--- src/rtl/tribus_pkg.sv ---
// Shared types and defaults for the tri-net bus arbiter family.
package tribus_pkg;

    localparam int unsigned DEF_N_REQ    = 4;
    localparam int unsigned DEF_MAX_HOLD = 16;

    // Arbiter sequencing states.
    typedef enum logic [1:0] {
        IDLE  = 2'd0,
        GRANT = 2'd1,
        TURN  = 2'd2
    } state_e;

    // Single-step modulo wrap, valid for idx < 2*n.
    function automatic int unsigned rr_wrap(input int unsigned idx, input int unsigned n);
        return (idx >= n) ? (idx - n) : idx;
    endfunction

endpackage

--- src/rtl/tribus_arbiter_rr_pick.sv ---
// Combinational round-robin picker: first requester after last_owner, wrapping.
module rr_pick
    import tribus_pkg::*;
#(
    parameter int unsigned N_REQ = DEF_N_REQ,
    parameter int unsigned IDX_W = $clog2(DEF_N_REQ)
) (
    input  logic [N_REQ-1:0] req_i,
    input  logic [IDX_W-1:0] last_owner_i,
    output logic             found_o,
    output logic [IDX_W-1:0] winner_o
);

    logic [IDX_W-1:0] cand;

    // Scan from farthest to nearest so the nearest requester after last_owner wins.
    always_comb begin
        found_o  = 1'b0;
        winner_o = '0;
        cand     = '0;
        for (int unsigned k = N_REQ; k != 0; k--) begin
            cand = IDX_W'(rr_wrap(32'(last_owner_i) + k, N_REQ));
            if (req_i[cand]) begin
                found_o  = 1'b1;
                winner_o = cand;
            end
        end
    end

endmodule

--- src/rtl/tribus_arbiter.sv ---
// Round-robin grant sequencer for a shared tri-net bus with turnaround and tenure cap.
module tribus_arbiter
    import tribus_pkg::*;
#(
    parameter  int unsigned N_REQ    = DEF_N_REQ,
    parameter  int unsigned MAX_HOLD = DEF_MAX_HOLD,
    localparam int unsigned IDX_W    = $clog2(N_REQ),
    localparam int unsigned HOLD_W   = $clog2(MAX_HOLD + 1)
) (
    input  logic              clk,
    input  logic              rst,
    input  logic [N_REQ-1:0]  req,
    output logic [N_REQ-1:0]  gnt,
    output logic [N_REQ-1:0]  drv_en,
    output logic [IDX_W-1:0]  owner,
    output logic              bus_busy,
    output logic [HOLD_W-1:0] hold_cnt,
    output logic              timeout
);

    state_e            state_q, state_d;
    logic [N_REQ-1:0]  gnt_q, gnt_d;
    logic [N_REQ-1:0]  drv_en_q;
    logic [IDX_W-1:0]  owner_q, owner_d;
    logic [IDX_W-1:0]  last_q, last_d;
    logic [HOLD_W-1:0] hold_q, hold_d;
    logic              busy_q, busy_d;
    logic              timeout_q, timeout_d;

    logic              pick_found;
    logic [IDX_W-1:0]  pick_winner;
    logic              at_max;
    logic              owner_req;

    rr_pick #(
        .N_REQ (N_REQ),
        .IDX_W (IDX_W)
    ) u_pick (
        .req_i        (req),
        .last_owner_i (last_q),
        .found_o      (pick_found),
        .winner_o     (pick_winner)
    );

    assign at_max    = (hold_q == HOLD_W'(MAX_HOLD));
    assign owner_req = req[owner_q];

    // Next-state and registered-output values.
    always_comb begin
        state_d   = state_q;
        gnt_d     = '0;
        owner_d   = owner_q;
        last_d    = last_q;
        hold_d    = '0;
        busy_d    = 1'b0;
        timeout_d = 1'b0;
        unique case (state_q)
            IDLE, TURN: begin
                if (pick_found) begin
                    state_d = GRANT;
                    gnt_d   = N_REQ'(1) << pick_winner;
                    owner_d = pick_winner;
                    last_d  = pick_winner;
                    hold_d  = HOLD_W'(1);
                    busy_d  = 1'b1;
                end else begin
                    state_d = IDLE;
                end
            end
            GRANT: begin
                if (!owner_req || at_max) begin
                    // A release coinciding with the cap is voluntary, not a revoke.
                    state_d   = TURN;
                    timeout_d = owner_req && at_max;
                end else begin
                    state_d = GRANT;
                    gnt_d   = gnt_q;
                    busy_d  = 1'b1;
                    hold_d  = hold_q + HOLD_W'(1);
                end
            end
            default: begin
                state_d = IDLE;
            end
        endcase
    end

    // State and output registers with synchronous reset.
    always_ff @(posedge clk) begin
        if (rst) begin
            state_q   <= IDLE;
            gnt_q     <= '0;
            drv_en_q  <= '0;
            owner_q   <= '0;
            last_q    <= IDX_W'(N_REQ - 1);
            hold_q    <= '0;
            busy_q    <= 1'b0;
            timeout_q <= 1'b0;
        end else begin
            state_q   <= state_d;
            gnt_q     <= gnt_d;
            drv_en_q  <= gnt_d;
            owner_q   <= owner_d;
            last_q    <= last_d;
            hold_q    <= hold_d;
            busy_q    <= busy_d;
            timeout_q <= timeout_d;
        end
    end

    assign gnt      = gnt_q;
    assign drv_en   = drv_en_q;
    assign owner    = owner_q;
    assign bus_busy = busy_q;
    assign hold_cnt = hold_q;
    assign timeout  = timeout_q;

endmodule

--- config.mk ---
export PLATFORM = sky130hd
export DESIGN_NAME = tribus_arbiter
export DESIGN_NICKNAME = d
export VERILOG_FILES = /design/src/rtl/tribus_pkg.sv /design/src/rtl/tribus_arbiter_rr_pick.sv /design/src/rtl/tribus_arbiter.sv
export SDC_FILE = /design/constraint.sdc
export NUM_CORES = 1
export LEC_CHECK = 0
export BUFFER_PORTS_ARGS = -buffer_cell sky130_fd_sc_hd__buf_2
export CAP_MARGIN = 20
export CORE_MARGIN = 2
export CORE_UTILIZATION = 55
export CTS_BUF_LIST = sky130_fd_sc_hd__clkbuf_8
export CTS_CLUSTER_DIAMETER = 30
export CTS_CLUSTER_SIZE = 40
export DETAILED_ROUTE_END_ITERATION = 10
export PLACE_DENSITY = 0.85
export RECOVER_POWER = 100
export SLEW_MARGIN = 20
export SYNTH_ARGS = -nofsm -noshare
export SYNTH_HDL_FRONTEND = slang
export SYNTH_SLANG_ARGS = --single-unit
--- constraint.sdc ---
create_clock -name clk -period 2.5 [get_ports clk]
set_input_delay 0.125 -clock clk [delete_from_list [all_inputs] [get_ports clk]]
set_output_delay 0.125 -clock clk [all_outputs]
set_load 0.005 [all_outputs]
==> impl_metrics.py, run 1 <==
metrics = {
    "worst_setup_path": {
        "cp_cell_sequence": "mux4_2 -> nor2b_1 -> and2_0 -> a32o_1",
        "critPathKind": "flop to flop",
        "worstRegToRegCells": 4,
        "cp.required_ps": 2640,
        "cpPeakStageDelay_ps": 530,
        "r2r_end": "drv_en[3]",
        "cp_data_arrival_time_ps": 1760,
        "critPathMaxFanout": 4,
        "slowest_stage": "mux4_2",
        "worstReg2RegStart": "owner[0]",
        "critical-path-top-delay-family": "multiplexers",
        "crit_buf_inv": 0,
        "cp-end-kind": "flop",
        "r2r_setup_slack_ps": 880,
        "crit_path_start_kind": "flop",
    },
    "worst_hold_path": {
        "hold_start": "rst",
        "hold_depth": 2,
        "hold_class": "input port to flop",
        "worstHoldEndpoint": "owner[1]",
    },
    "floorplan": {
        "rows": 13,
        "die_w_um": 40.61,
        "coreArea_um2": 1269,
        "die_y_um": 40.61,
        "start_util_pct": 58.09,
        "die-area_um2": 1649,
        "io_pins": 23,
    },
    "route": {
        "dr_total_vias": 626,
        "drcViolationCount": 0,
        "post_drt_wl_per_cell_um": 13.02,
        "dr.pass1.iters": 4,
        "ant_nets": 0,
        "routed_wl_mm": 1.510,
        "drt_iter0_drc": 18,
        "drt-vias-per-instance": 5.397,
    },
    "timing": {
        "rsz0062_at_grt": "false",
        "slew_viol_final": 0,
        "fin_crit_sh_pct": 64.99,
        "clock.fmax_mhz": 615.5,
        "tightest_slew_ps": 422.1,
        "tns_ps": 0,
        "final_hold_viol_count": 0,
        "finClkSkew_ps": 1.316,
        "period_minus_slack_ps": 1625,
        "setup_violations": 0,
        "relSlewSlack_pct": 71.80,
        "fin_ws_ps": 875.2,
    },
    "synthesis": {
        "synth_area_leaders": "dfxtp_1 (43%), a32o_1 (5.4%), nor2_1 (5.1%), buf_4 (4.1%), ha_1 (3.4%)",
        "yosysTopAreaCell": "dfxtp_1",
        "synth.ff_latch_count": 16,
        "synth.distinct_cells": 29,
        "yosysSeqAreaShare_pct": 43.46,
        "synth_area_per_cell_um2": 9.329,
        "syn_area_um2": 737.0,
        "syn_nets": 87,
        "ys_warn_count": 0,
        "synth.top_cell.area_share_pct": 43.46,
        "synth_cells": 79,
    },
    "clocking": {
        "cts_sinks": 16,
        "cts-root-buf": "clkbuf_8",
        "ctsResizeCount": 0,
        "clk_latency_ps": 250,
        "clk_pin_slew_ps": 60,
        "htree_levels": 1,
        "cts_setup_buffers": 0,
        "cts_buffer_depth": 2,
        "cts_tree": "built",
        "cts-hold-fix-buffers": 0,
        "numCtsBuffers": 3,
    },
    "job": {
        "maxCapViolations": 0,
    },
    "cells_and_area": {
        "mostFrequentLayoutCells": "dfxtp_1 (16), buf_2 (15), nor2_1 (10)",
        "utilization_pct": 68.74,
        "final_common_cell": "dfxtp_1",
        "diodes": 0,
        "multi_input_area_um2": 354.1,
        "area_growth_pct": 18.34,
        "num-nets-final": 110,
        "fin_area_um2": 872.1,
        "layout.area.seq_um2": 320.3,
        "num-fill-cells": 111,
        "drive_above_1_share_pct": 22.77,
    },
    "power_and_ir_drop": {
        "ir_drop_mv": 0.5171,
        "p_leak_nw": 0.4105,
        "power.density_nw_per_um2": 737.9,
    },
    "grt": {
        "antenna_found_initial": 0,
        "grt_max_degree": 10,
        "grt_usage_pct": 21.65,
        "first_global_vias": 562,
        "grt_pass1_wl_mm": 2.297,
        "grt_overflow": 0,
    },
    "placed_design": {
        "port_buffers": 22,
        "dpl-instance-area_um2": 835.8,
        "gp_congestion": 0.7347,
        "place_ws_ps": 987.8,
        "dp_hpwl_mm": 1.154,
    },
    "run_status": {
        "outcome": "finished, final reports clean",
    },
}
[registers in the layout, summed over array words and instances, names as in the netlist]
| register | count |
|---|---|
| owner | 2 |
| timeout | 1 |
| drv_en | 4 |
| state_q | 2 |
| last_q | 2 |
| hold_cnt | 5 |
[cells in the mapped netlist]
cell      instances
dfxtp_1          16
nor2_1           10
inv_1             6
nand2_1           6
a21oi_1           4
a32o_1            4
buf_4             4
nor2b_1           3
o21ai_0           3
ha_1              2
nand3_1           2
xor2_1            2
a21o_1            1
and2_4            1
and2b_1           1
and3_1            1
and3_2            1
and4bb_2          1
mux4_2            1
nor2b_4           1
nor3_1            1
nor3b_1           1
o211a_1           1
o211ai_1          1
o21bai_1          1
o311a_1           1
or2_2             1
or3b_2            1
xnor2_1           1
[metrics by stage]
stage / hold WS [ps] / total power, mW / std cells
final: 129.3 / 0.6435 / 116
after global routing: 134.0 / 0.6740 / 116
after CTS: 123.8 / 0.6487 / 116
after detailed placement: 384.2 / 0.4281 / 112
after global placement: 381.2 / 0.4225 / 112
after floorplan: 194.1 / 0.3856 / 79
[worst max path at each step]
stage	depth (start not counted)	from	to	slack, ps
2_1_floorplan	4	owner[0]	drv_en[0]	1040
3_3_place_gp	4	owner[0]	drv_en[3]	1040
3_5_place_dp	4	owner[0]	drv_en[3]	990
4_1_cts	4	owner[0]	drv_en[3]	970
5_1_grt	6	hold_cnt[0]	hold_cnt[0]	800
6_report	4	owner[0]	drv_en[3]	880
[routing by layer]
layer | up-vias | GRT usage [%] | share of wire, %
met5 | - | 0 | 0
met4 | 0 | 7.500 | 1.4
met3 | 5 | 5.000 | 5.7
met2 | 18 | 35.32 | 46
met1 | 290 | 27.61 | 47
li1 | 313 | - | -
[power by group]
group	internal, mW	leakage, nW	switching (mW)
sequential	0.279	0.131	0.0211
combinational	0.0530	0.251	0.0643
clock	0.140	0.0288	0.0866
total	0.471	0.411	0.172
[layout make-up]
class / count / share of cell area, %
Multi-Input combinational cell: 53 / 40.60
Inverter: 6 / 2.582
Timing Repair Buffer: 22 / 11.62
Sequential cell: 16 / 36.73
Tap cell: 15 / 2.152
Clock buffer: 4 / 6.313
[cell families (layout without fill, tap and decap cells)]
family / after synthesis / count (layout) / share of synthesized area [%]
compound gates: 16 / 16 / 15.96
simple gates: 31 / 31 / 23.43
buf+inv: 10 / 32 / 7.131
fa+ha+maj: 2 / 2 / 3.395
xor+xnor: 3 / 3 / 3.566
flops: 16 / 16 / 43.46
mux: 1 / 1 / 3.056
No activity file was read; power rests on OpenSTA's default activity.
==> run 2: changes to the inputs <==
--- a/config.mk
+++ b/config.mk
@@ -7,13 +7,14 @@
 export LEC_CHECK = 0
 export BUFFER_PORTS_ARGS = -buffer_cell sky130_fd_sc_hd__buf_2
 export CAP_MARGIN = 20
+export CORE_ASPECT_RATIO = 1.2
 export CORE_MARGIN = 2
-export CORE_UTILIZATION = 55
+export CORE_UTILIZATION = 46
 export CTS_BUF_LIST = sky130_fd_sc_hd__clkbuf_8
 export CTS_CLUSTER_DIAMETER = 30
 export CTS_CLUSTER_SIZE = 40
 export DETAILED_ROUTE_END_ITERATION = 10
-export PLACE_DENSITY = 0.85
+export PLACE_DENSITY = 0.76
 export RECOVER_POWER = 100
 export SLEW_MARGIN = 20
 export SYNTH_ARGS = -nofsm -noshare
==> constraint.sdc (replaced) <==
create_clock -name clk -period 1.48 [get_ports clk]
set_input_delay 0.074 -clock clk [delete_from_list [all_inputs] [get_ports clk]]
set_output_delay 0.074 -clock clk [all_outputs]
set_load 0.005 [all_outputs]
==> impl_metrics.py, run 2 (synthesized netlist as in run 1, its figures left out) <==
metrics = {
    "run_status": {
        "outcome": "finished, final reports clean",
    },
    "worst_setup_path": {
        "cp-end-kind": "flop",
        "cp_cell_sequence": "mux4_2 -> nor2b_4 -> and2_4 -> a32o_1",
        "critical-path-top-delay-family": "multiplexers",
        "slowest_stage": "mux4_2",
        "cp.required_ps": 1620,
        "cpPeakStageDelay_ps": 510,
        "worstReg2RegStart": "owner[0]",
        "r2r_end": "drv_en[2]",
        "crit_path_start_kind": "flop",
        "r2r_setup_slack_ps": 20,
        "cp_data_arrival_time_ps": 1600,
        "crit_buf_inv": 0,
        "worstRegToRegCells": 4,
        "critPathKind": "flop to flop",
        "critPathMaxFanout": 4,
    },
    "clocking": {
        "cts_tree": "built",
        "clk_latency_ps": 240,
        "cts_buffer_depth": 2,
        "htree_levels": 1,
        "numCtsBuffers": 3,
        "cts-root-buf": "clkbuf_8",
        "clk_pin_slew_ps": 60,
        "cts_sinks": 16,
    },
    "floorplan": {
        "io_pins": 23,
        "die-area_um2": 1940,
        "start_util_pct": 50.34,
        "die_y_um": 47.85,
        "die_w_um": 40.54,
        "rows": 15,
        "coreArea_um2": 1464,
    },
    "worst_hold_path": {
        "hold_class": "input port to flop",
        "hold_depth": 2,
        "worstHoldEndpoint": "owner[1]",
        "hold_start": "rst",
    },
    "timing": {
        "slew_viol_final": 0,
        "setup_violations": 0,
        "rsz0062_at_grt": "true",
        "tightest_slew_ps": 434.8,
        "finalHoldWorstSlack_ps": 78.40,
        "fin_crit_sh_pct": 98.86,
        "fin_ws_ps": 16.81,
        "period_minus_slack_ps": 1463,
        "relSlewSlack_pct": 70.95,
        "final_hold_viol_count": 0,
        "clock.fmax_mhz": 683.4,
        "tns_ps": 0,
        "finClkSkew_ps": 2.303,
    },
    "placed_design": {
        "dpl-instance-area_um2": 860.8,
        "port_buffers": 22,
        "dp_hpwl_mm": 1.178,
        "gp_congestion": 0.7288,
        "place_ws_ps": 9.492,
        "place_inst": 117,
    },
    "grt": {
        "grt_max_degree": 9,
        "antenna_found_initial": 0,
        "use_met3_pct": 2.791,
        "busiest_layer": "met2",
        "use_met1_pct": 21.55,
        "grt_util_met2_pct": 30.48,
        "first_global_vias": 571,
        "grt_overflow": 0,
        "grt_usage_pct": 18.11,
        "grt_pass1_wl_mm": 2.352,
    },
    "cells_and_area": {
        "stdcell_count": 120,
        "num-nets-final": 113,
        "final_common_cell": "dfxtp_1",
        "largest_reg_flops": 5,
        "utilization_pct": 60.51,
        "fin_area_um2": 885.9,
        "mostFrequentLayoutCells": "dfxtp_1 (15), buf_2 (14), nor2_1 (10)",
        "diodes": 0,
        "drive_above_1_share_pct": 25.24,
        "num-fill-cells": 140,
        "area_growth_pct": 20.20,
    },
    "route": {
        "ant_nets": 0,
        "drcViolationCount": 0,
        "post_drt_wl_per_cell_um": 12.28,
        "routed_wl_mm": 1.474,
        "dr.pass1.iters": 2,
        "drt_iter0_drc": 2,
        "drt-vias-per-instance": 5.333,
        "dr_total_vias": 640,
    },
    "power_and_ir_drop": {
        "p_leak_nw": 0.4127,
        "power.density_nw_per_um2": 1165,
        "report.power.total_mw": 1.032,
        "ir_drop_mv": 0.4736,
    },
    "job": {
        "maxCapViolations": 0,
    },
}
-- run 2: where the power goes --
part           leakage, nW  switching [mW]  internal, mW
logic                0.260           0.111         0.102
clock network       0.0216           0.135         0.180
registers            0.131          0.0321         0.472
-- run 2: timing repair --
item	4_1_cts	5_1_grt
setup endpoints to repair	4	5
hold buffers	0	0
gates resized for setup	1	1
pin swaps	0	1
setup buffers	0	0
cloned	0	0
-- run 2: worst max-delay path by stage --
stage	start	end	slack, ps	depth (start not counted)
after floorplan	owner[0]	drv_en[0]	20	4
after global placement	owner[0]	drv_en[1]	30	4
after detailed placement	owner[0]	drv_en[0]	9	4
after CTS	owner[0]	drv_en[0]	20	4
after global routing	owner[0]	drv_en[1]	-50	4
final	owner[0]	drv_en[2]	20	4
-- run 2: metal layers --
metal | wire length, um | share of wire [%] | up-vias
li1 | - | - | 322
met5 | 0 | 0 | -
met1 | 609 | 41 | 297
met4 | 24 | 1.6 | 0
met3 | 64 | 4.3 | 4
met2 | 776 | 53 | 17
-- run 2: area by class of cell --
type	count	area, um^2	share of cell area, %
Tap cell	17	21.27	2.401
Sequential cell	16	321.6	36.30
Inverter	6	22.52	2.542
Clock buffer	3	41.29	4.661
Timing Repair Buffer	25	115.1	12.99
Multi-Input combinational cell	53	364.1	41.10
==> run 3: changes to the inputs <==
--- a/config.mk
+++ b/config.mk
@@ -7,14 +7,12 @@
 export LEC_CHECK = 0
 export BUFFER_PORTS_ARGS = -buffer_cell sky130_fd_sc_hd__buf_2
 export CAP_MARGIN = 20
-export CORE_ASPECT_RATIO = 1.2
 export CORE_MARGIN = 2
-export CORE_UTILIZATION = 46
+export CORE_UTILIZATION = 35
 export CTS_BUF_LIST = sky130_fd_sc_hd__clkbuf_8
 export CTS_CLUSTER_DIAMETER = 30
 export CTS_CLUSTER_SIZE = 40
 export DETAILED_ROUTE_END_ITERATION = 10
-export PLACE_DENSITY = 0.76
 export RECOVER_POWER = 100
 export SLEW_MARGIN = 20
 export SYNTH_ARGS = -nofsm -noshare
==> impl_metrics.py, run 3 (synthesized netlist as in run 1, its figures left out) <==
metrics = {
    "grt": {
        "grt_usage_pct": 13.26,
        "grt_pass1_wl_mm": 2.470,
        "use_met3_pct": 3.636,
        "first_global_vias": 578,
        "grt_max_degree": 10,
        "antenna_found_initial": 0,
        "grt_overflow": 0,
        "grt_util_met2_pct": 21.78,
        "use_met1_pct": 15.06,
        "busiest_layer": "met2",
    },
    "clocking": {
        "cts_buffer_depth": 2,
        "numCtsBuffers": 3,
        "clk_latency_ps": 250,
        "cts_sinks": 16,
        "cts-root-buf": "clkbuf_8",
        "htree_levels": 1,
        "cts_tree": "built",
        "clk_pin_slew_ps": 60,
    },
    "job": {
        "maxCapViolations": 0,
    },
    "worst_setup_path": {
        "critPathKind": "flop to flop",
        "critical-path-top-delay-family": "multiplexers",
        "critPathMaxFanout": 4,
        "crit_path_start_kind": "flop",
        "cpPeakStageDelay_ps": 510,
        "cp_data_arrival_time_ps": 1590,
        "r2r_setup_slack_ps": 30,
        "cp-end-kind": "flop",
        "slowest_stage": "mux4_2",
        "worstReg2RegStart": "owner[0]",
        "cp_cell_sequence": "mux4_2 -> nor2b_4 -> and2_4 -> a32o_1",
        "cp.required_ps": 1620,
        "crit_buf_inv": 0,
        "crit_start": "owner[0]",
    },
    "cells_and_area": {
        "fin_area_um2": 934.6,
        "largest_reg_flops": 5,
        "utilization_pct": 47.16,
        "mostFrequentLayoutCells": "buf_2 (20), dfxtp_1 (15), nor2_1 (10)",
        "num-fill-cells": 202,
        "diodes": 0,
        "area_growth_pct": 26.83,
        "drive_above_1_share_pct": 32.08,
        "num-nets-final": 115,
        "final_common_cell": "buf_2",
    },
    "timing": {
        "setup_violations": 0,
        "relSlewSlack_pct": 76.01,
        "tightest_slew_ps": 359.9,
        "fin_crit_sh_pct": 97.71,
        "rsz0062_at_grt": "false",
        "final_hold_viol_count": 0,
        "finClkSkew_ps": 1.031,
        "clock.fmax_mhz": 691.5,
        "period_minus_slack_ps": 1446,
        "slew_viol_final": 0,
        "fin_ws_ps": 33.87,
    },
    "floorplan": {
        "coreArea_um2": 1982,
        "die_w_um": 49.89,
        "start_util_pct": 37.18,
        "rows": 16,
        "io_pins": 23,
        "die-area_um2": 2489,
        "die_y_um": 49.89,
    },
    "route": {
        "routed_wl_mm": 1.501,
        "dr_total_vias": 633,
        "drt_iter0_drc": 8,
        "ant_nets": 0,
        "dr.pass1.iters": 4,
        "drt-vias-per-instance": 4.759,
        "post_drt_wl_per_cell_um": 11.29,
        "drcViolationCount": 0,
    },
    "power_and_ir_drop": {
        "p_int_mw": 0.8227,
        "p_clk_share_pct": 34.4,
        "switching_power_mw": 0.2943,
        "p_comb_share_pct": 20.5,
        "report.power.total_mw": 1.117,
        "seq_power_share_pct": 45.1,
        "p_leak_nw": 0.4564,
        "ir_drop_mv": 0.6144,
        "power.density_nw_per_um2": 1195,
        "switching_share_pct": 26.35,
    },
    "placed_design": {
        "place_ws_ps": -5.186,
        "port_buffers": 22,
        "dpl-instance-area_um2": 880.8,
        "gp_congestion": 0.7226,
        "dp_hpwl_mm": 1.175,
    },
    "worst_hold_path": {
        "hold_start": "rst",
        "hold_class": "input port to flop",
    },
    "run_status": {
        "outcome": "finished, final reports clean",
    },
}
==> run 3: final timing paths <==
check / to / cells past startpoint
hold reg to reg: drv_en[1] / 1
hold / removal: owner[1] / 2
setup reg to reg: drv_en[3] / 4
setup / recovery: drv_en[3] / 4
==> run 3: layout make-up <==
class                           count  area, um^2  share of cell area (%)
Multi-Input combinational cell     53       364.1                   38.96
Sequential cell                    16       321.6                   34.40
Timing Repair Buffer               27       137.6                   14.73
Clock buffer                        4       55.05                   5.890
Tap cell                           27       33.78                   3.614
Inverter                            6       22.52                   2.410
==> run 3: routing by layer <==
| metal | part of all wire (%) | vias to the layer above | wire length (um) |
|---|---|---|---|
| li1 | - | 323 | - |
| met1 | 46 | 291 | 688 |
| met2 | 47 | 15 | 701 |
| met3 | 5.9 | 4 | 88 |
| met4 | 1.5 | 0 | 23 |
| met5 | 0 | - | 0 |
==> run 3: per-stage QoR <==
stage / hold slack (ps) / instances / TNS, ps
floorplan: 143.1 / 79 / 0
global placement: 350.1 / 128 / 0
detailed placement: 359.0 / 128 / -5.186
CTS: 90.08 / 132 / 0
global route: 94.80 / 133 / 0
finish: 84.56 / 133 / 0
==> run 3: power by group through the flow <==
| stage | Clock (mW) | Sequential (mW) | Combinational, mW |
|---|---|---|---|
| 6_report | 0.384 | 0.503 | 0.229 |
| 5_1_grt | 0.414 | 0.509 | 0.256 |
| 4_1_cts | 0.395 | 0.503 | 0.230 |
| 3_5_place_dp | 0 | 0.512 | 0.228 |
| 3_3_place_gp | 0 | 0.510 | 0.227 |
| 2_1_floorplan | 0 | 0.514 | 0.137 |
==> run 3: worst register-to-register path: cells and delay by family, from the launching register on <==
kind	cells	cell delay, ps
AOI/OAI and AO/OA	1	200
and+or+nand+nor	2	300
muxes	1	510
DFF	1	340
==> run 3: what timing repair did <==
action	in CTS	in global routing
buffers inserted	0	1
setup endpoints to repair	4	5
resized for setup	1	1
hold buffers	0	0
cloned	0	0
pin swaps	0	1
